**src/rtl/reg_file_sb_pkg.sv**
```systemverilog
// Shared constants and forwarding helpers for the register file with
// pending-write scoreboard.
package regfile_pkg;

  localparam int DATA_W_DEF = 16;
  localparam int ADDR_W_DEF = 4;
  // Helpers take indices zero-extended to this width, which caps ADDR_W at 8.
  localparam int ADDR_W_MAX = 8;
  localparam int ZERO_IDX   = 0;

  // True when a read of rd_addr must take the write-port data of the same edge.
  function automatic logic bypass_sel(
    input logic [ADDR_W_MAX-1:0] rd_addr,
    input logic                  wr_en,
    input logic [ADDR_W_MAX-1:0] wr_addr
  );
    return wr_en && (wr_addr == rd_addr);
  endfunction

  // True when idx is the hardwired-zero register and that feature is enabled.
  function automatic logic zero_hit(
    input logic                  zero_reg,
    input logic [ADDR_W_MAX-1:0] idx
  );
    return zero_reg && (idx == ADDR_W_MAX'(ZERO_IDX));
  endfunction

endpackage

```
**src/rtl/reg_file_rd_port.sv**
```systemverilog
// One registered read port: forwards same-edge write data, qualifies the
// scoreboard busy bit, and holds its outputs while the enable is low.
module reg_file_rd_port
  import regfile_pkg::*;
#(
  parameter int DATA_W   = DATA_W_DEF,
  parameter int ADDR_W   = ADDR_W_DEF,
  parameter int ZERO_REG = 0
) (
  input  logic              clock,
  input  logic              reset,
  input  logic              en,
  input  logic [ADDR_W-1:0] addr,
  input  logic              wr_en,
  input  logic [ADDR_W-1:0] wr_addr,
  input  logic [DATA_W-1:0] wr_data,
  input  logic [DATA_W-1:0] reg_data,
  input  logic              busy_bit,
  output logic [DATA_W-1:0] data,
  output logic              busy
);

  logic fwd;
  logic is_zero;
  logic [DATA_W-1:0] data_next;
  logic busy_next;

  assign fwd     = bypass_sel(ADDR_W_MAX'(addr), wr_en, ADDR_W_MAX'(wr_addr));
  assign is_zero = zero_hit(ZERO_REG != 0, ADDR_W_MAX'(addr));

  // The zero register overrides forwarding; a same-edge write retires the pending mark.
  always_comb begin
    data_next = reg_data;
    busy_next = busy_bit;
    if (is_zero) begin
      data_next = '0;
      busy_next = 1'b0;
    end else if (fwd) begin
      data_next = wr_data;
      busy_next = 1'b0;
    end
  end

  always_ff @(posedge clock or posedge reset) begin
    if (reset) begin
      data <= '0;
      busy <= 1'b0;
    end else if (en) begin
      data <= data_next;
      busy <= busy_next;
    end
  end

endmodule

```
**src/rtl/reg_file_sb.sv**
```systemverilog
// Register file with NUM_RD registered read ports, one write port with bypass,
// optional hardwired-zero register 0 and a per-register pending-write scoreboard.
module reg_file_sb
  import regfile_pkg::*;
#(
  parameter int DATA_W   = DATA_W_DEF,
  parameter int ADDR_W   = ADDR_W_DEF,
  parameter int NUM_RD   = 2,
  parameter int ZERO_REG = 0
) (
  input  logic                     clock,
  input  logic                     reset,
  input  logic [NUM_RD-1:0]        rd_en,
  input  logic [NUM_RD*ADDR_W-1:0] rd_addr,
  output logic [NUM_RD*DATA_W-1:0] rd_data,
  output logic [NUM_RD-1:0]        rd_busy,
  input  logic                     wr_en,
  input  logic [ADDR_W-1:0]        wr_addr,
  input  logic [DATA_W-1:0]        wr_data,
  input  logic                     bsy_set,
  input  logic [ADDR_W-1:0]        bsy_addr,
  output logic                     any_busy
);

  localparam int DEPTH = 2 ** ADDR_W;

  // Interface timing: no handshake. A read issued with rd_en[p] at one edge is
  // presented on rd_data/rd_busy port p after that edge and held until the next
  // enabled read on that port; writes and busy marks complete at the edge.

  logic [DATA_W-1:0] regs [DEPTH];
  logic [DEPTH-1:0]  busy;
  logic [DEPTH-1:0]  busy_next;
  logic              wr_ok;
  logic              set_ok;

  assign wr_ok  = wr_en   && !zero_hit(ZERO_REG != 0, ADDR_W_MAX'(wr_addr));
  assign set_ok = bsy_set && !zero_hit(ZERO_REG != 0, ADDR_W_MAX'(bsy_addr));

  always_ff @(posedge clock or posedge reset) begin
    if (reset) begin
      for (int i = 0; i < DEPTH; i++) regs[i] <= '0;
    end else if (wr_ok) begin
      regs[wr_addr] <= wr_data;
    end
  end

  // A mark and a retiring write on the same register in one cycle leave it busy.
  always_comb begin
    busy_next = busy;
    if (wr_ok)  busy_next[wr_addr]  = 1'b0;
    if (set_ok) busy_next[bsy_addr] = 1'b1;
  end

  always_ff @(posedge clock or posedge reset) begin
    if (reset) busy <= '0;
    else       busy <= busy_next;
  end

  assign any_busy = |busy;

  for (genvar p = 0; p < NUM_RD; p++) begin : g_rd
    logic [ADDR_W-1:0] addr_p;
    assign addr_p = rd_addr[p*ADDR_W +: ADDR_W];

    reg_file_rd_port #(
      .DATA_W   (DATA_W),
      .ADDR_W   (ADDR_W),
      .ZERO_REG (ZERO_REG)
    ) u_port (
      .clock    (clock),
      .reset    (reset),
      .en       (rd_en[p]),
      .addr     (addr_p),
      .wr_en    (wr_en),
      .wr_addr  (wr_addr),
      .wr_data  (wr_data),
      .reg_data (regs[addr_p]),
      .busy_bit (busy[addr_p]),
      .data     (rd_data[p*DATA_W +: DATA_W]),
      .busy     (rd_busy[p])
    );
  end

endmodule

```
**config.mk**
```make
export PLATFORM = sky130hd
export DESIGN_NAME = reg_file_sb
export DESIGN_NICKNAME = d
export VERILOG_FILES = /design/src/rtl/reg_file_sb_pkg.sv /design/src/rtl/reg_file_rd_port.sv /design/src/rtl/reg_file_sb.sv
export SDC_FILE = /design/constraint.sdc
export NUM_CORES = 1
export LEC_CHECK = 0
export CAP_MARGIN = 15
export CELL_PAD_IN_SITES_DETAIL_PLACEMENT = 1
export CELL_PAD_IN_SITES_GLOBAL_PLACEMENT = 1
export CORE_ASPECT_RATIO = 0.9
export CORE_MARGIN = 5
export CORE_UTILIZATION = 45
export CTS_BUF_LIST = sky130_fd_sc_hd__clkbuf_8
export DETAILED_ROUTE_END_ITERATION = 10
export PLACE_DENSITY_LB_ADDON = 0.08
export RECOVER_POWER = 100
export SLEW_MARGIN = 25
export SYNTH_ARGS = -nofsm -noshare
export SYNTH_HDL_FRONTEND = slang
export SYNTH_HIERARCHICAL = 1
export SYNTH_SLANG_ARGS = --single-unit
export TNS_END_PERCENT = 1
```
**constraint.sdc**
```tcl
create_clock -name clock -period 11.4 [get_ports clock]
set_clock_uncertainty 0.2 [all_clocks]
set_input_delay 1.71 -clock clock [delete_from_list [all_inputs] [get_ports clock]]
set_output_delay 1.71 -clock clock [all_outputs]
set_load 0.03 [all_outputs]
```
==> key figures <==
Yosys
  • Largest area contributor in the netlist: dfrtp_1
  • Yosys Warn Count: 6
  • #FFs+latches synth: about 300
  • Number of distinct library cells after synthesis: 44
  • Synth Cell Area: about 0.016 mm²
  • Yosys top cell area share: a little under half
  • Most area-consuming cells after synthesis: dfrtp_1 (48%), mux4_2 (19%), mux2_2 (17%), a22oi_1 (3.2%), a31oi_1 (1.2%)
  • Register area share after synthesis: a little under half
  • Syn_area_per_cell: around 14 µm²
  • Synthesized Nets: around 1.2k
  • Cells after Synth: between 1k and 1.5k

Pwr
  • Sequential cell fraction of total power: 45.6%
  • Leakage: 7.35 nW
  • Switching power: 1.01 mW
  • Switching Fraction: 30.1%
  • Maximum VDD drop: between 0.09 and 0.1 mV
  • Cell Pwr Density: about 190 mW/mm²
  • Clock group share of total power: 30.3%
  • Part of the power in combinational logic: 24.1%
  • Internal power: ~2.3 mW

Placement
  • Hpwl dp: between 30 and 40 mm
  • GP Congestion: 0.793
  • Placed cell area: 0.0171 mm²
  • # port buffers: 72

CTS
  • Post-CTS sizing: 0
  • CTS tree: built
  • Setup Buffers After CTS: 0
  • Root Driver: clkbuf_8
  • Worst-Skew Late Latency: approximately 0.61 ns
  • Cts hold-fix bufs: 0
  • Longest Clk Path Bufs: 3
  • Num CTS Buffers: between 50 and 60
  • Clock slew at reported path FFs: approximately 0.060 ns
  • H-tree Lvls: 2
  • Clk sink count: 306

GRT
  • Largest net degree at the start of global routing: 141
  • Initial antenna violation count: 0
  • GRT Util Overall: 26.2%
  • Vias in the first global route: 11.7k
  • GRT Residual Overflow: 0
  • Global-route wire length before repair: between 70 and 80 mm

Cells and area
  • Final nets: between 1k and 1.5k
  • Fin area: 0.0180 mm²
  • Share of cells above drive strength 1: 39.5%
  • Most frequent cells in the layout: dfrtp_1 (306), mux2_2 (245), mux4_2 (136), clkbuf_8 (71), a22oi_1 (68)
  • Layout area overhead: 11.8%
  • Most common cell after layout, fill and taps aside: dfrtp_1
  • Ant. Diodes: 0
  • Footprint of the multi-input gates: slightly below 0.008 mm²
  • Filler instances: 3461
  • Seq. cell area: 0.00766 mm²

Die
  • Die Y: ~190 µm
  • Row Count: 65
  • Placeable Area: roughly 0.035 mm²
  • Die area: between 0.03 and 0.04 mm²
  • Die X: approximately 210 µm
  • Boundary Pins: 73
  • Initial Util: 45.8%

Worst setup path
  • Crit-path max FO: a little over 40
  • R2R setup slack: ~9.5 ns
  • CP Launch Point: rd_addr[5]
  • Critical Path AT: ~7.2 ns
  • Critical path class: input port to flop
  • WP data required: between 10 and 15 ns
  • Worst Setup End Kind: flop
  • Startpoint types: input port
  • FF-to-FF Start: regs[205]

Route
  • Router iterations before antenna repair: 5
  • DRC viols: 0
  • Total wire length: roughly 52 mm
  • ANT nets after route: 0
  • Routed length per instance: approximately 31 µm
  • Initial DRC Count: approximately 900
  • Vias per Instance: between 6 and 7
  • Vias: around 11k

STA
  • Tmin final: 6.93 ns
  • Slew @ Worst Pin: about 6.7 ns
  • Relative slew slack: -346%
  • Fmax: approximately 140 MHz
  • # setup viols final: 0
  • Crit share post-route: approximately three fifths
  • Final hold violations: 0
  • Slew Limit Fails: 420
  • Fin Setup TNS: 0 ns
  • RSZ-0062 raised after global routing: false

Min path
  • HP Start: regs[105]
  • Hold crit path type: flop to flop

Status
  • Failing checks: capacitance limit, slew limit
  • Status: finished, violations left

Job
  • Max Cap Viol: 15
[cells by family after synthesis]
kind of cell,count (synthesis),share of synthesized area [%]
mux,392,37.1
flops,306,47.5
simple gates,158,4.85
compound gates,156,6.42
buf+inv,118,3.66
xor+xnor,8,0.435
[synth_stat cells]
library cell / count
buf_1: 6
o21ai_1: 8
o32ai_1: 2
a32o_1: 3
nor3_2: 2
mux4_2: 136
mux2_1: 1
nor3b_1: 2
o21ai_0: 34
and2_1: 4
a31oi_1: 32
nor2_1: 39
or3_1: 1
nor2b_1: 6
nor3_1: 2
inv_1: 13
buf_4: 15
mux2_2: 246
o2bb2ai_1: 2
and3_1: 3
nand2_2: 1
o211ai_1: 2
buf_2: 40
nor4_1: 4
nor2_2: 2
o22ai_1: 3
or4_1: 1
nand3_1: 39
buf_6: 5
nor3_4: 1
nand2_1: 42
clkbuf_1: 37
or3b_1: 1
nand4_1: 1
nand2b_4: 1
nand2b_1: 2
mux2_4: 9
nand3b_1: 3
dfrtp_1: 306
a22oi_1: 68
nor3b_4: 1
clkbuf_2: 2
a21o_1: 2
xnor2_1: 8
[power by group through the flow]
| stage | Sequential [mW] | Clock (mW) | Combinational, mW |
|---|---|---|---|
| 2_1_floorplan | 1.51 | 0 | 0.569 |
| 3_3_place_gp | 1.52 | 0 | 0.802 |
| 3_5_place_dp | 1.54 | 0 | 0.821 |
| 4_1_cts | 1.52 | 1.03 | 0.825 |
| 5_1_grt | 1.55 | 1.08 | 0.865 |
| 6_report | 1.52 | 1.01 | 0.806 |
[path summary, 6_finish.rpt]
| path | end | depth (start not counted) |
|---|---|---|
| worst min register to register | regs[105] | 1 |
| max in group asynchronous | regs[147] | 2 |
| worst max-delay path | g_rd[1].u_port/data[2] | 7 |
| worst max register to register | g_rd[0].u_port/data[13] | 5 |
| min in group asynchronous | g_rd[0].u_port/data[10] | 2 |
| worst min-delay path | regs[105] | 1 |
[layout make-up]
type / count / area share, %
multi-input cells: 714 / 43.4
flip-flops and latches: 306 / 42.5
clock buffers: 71 / 5.42
repair buffers: 97 / 4.76
well taps: 469 / 3.26
clock inverters: 18 / 0.424
inverters: 13 / 0.278
[through the flow]
step	instances	setup slack [ns]	power [mW]	hold slack, ns	util [%]
3_5_place_dp	1599	6.58	2.36	0.307	48.7
5_1_grt	1688	3.54	3.50	0.344	51.2
2_1_floorplan	1138	1.99	2.08	0.270	-
3_3_place_gp	1598	6.52	2.32	0.296	48.5
4_1_cts	1688	7.22	3.38	0.322	51.7
6_report	1688	4.47	3.34	0.322	51.2
[routing by layer]
layer,GRT usage [%],vias up,part of all wire [%]
met1,37.0,5911,44
met4,8.58,0,3.3
met2,40.9,358,47
met5,0,-,0
met3,5.75,97,6.2
li1,-,4488,-
[critical path, cell delays in order]
cell and delay, ns:
clkbuf_1 1.64, clkbuf_1 2.33, mux4_2 0.74, a22oi_1 0.26, nand2_1 0.13, o21ai_0 0.11, a31oi_1 0.13
[flip-flops by register name (all words and copies together), names as in the netlist]
signal,flops
g_rd.u_port/busy,2
g_rd.u_port/data,32
busy,16
regs,256
Note: power is estimated with default switching activity, not from simulation.
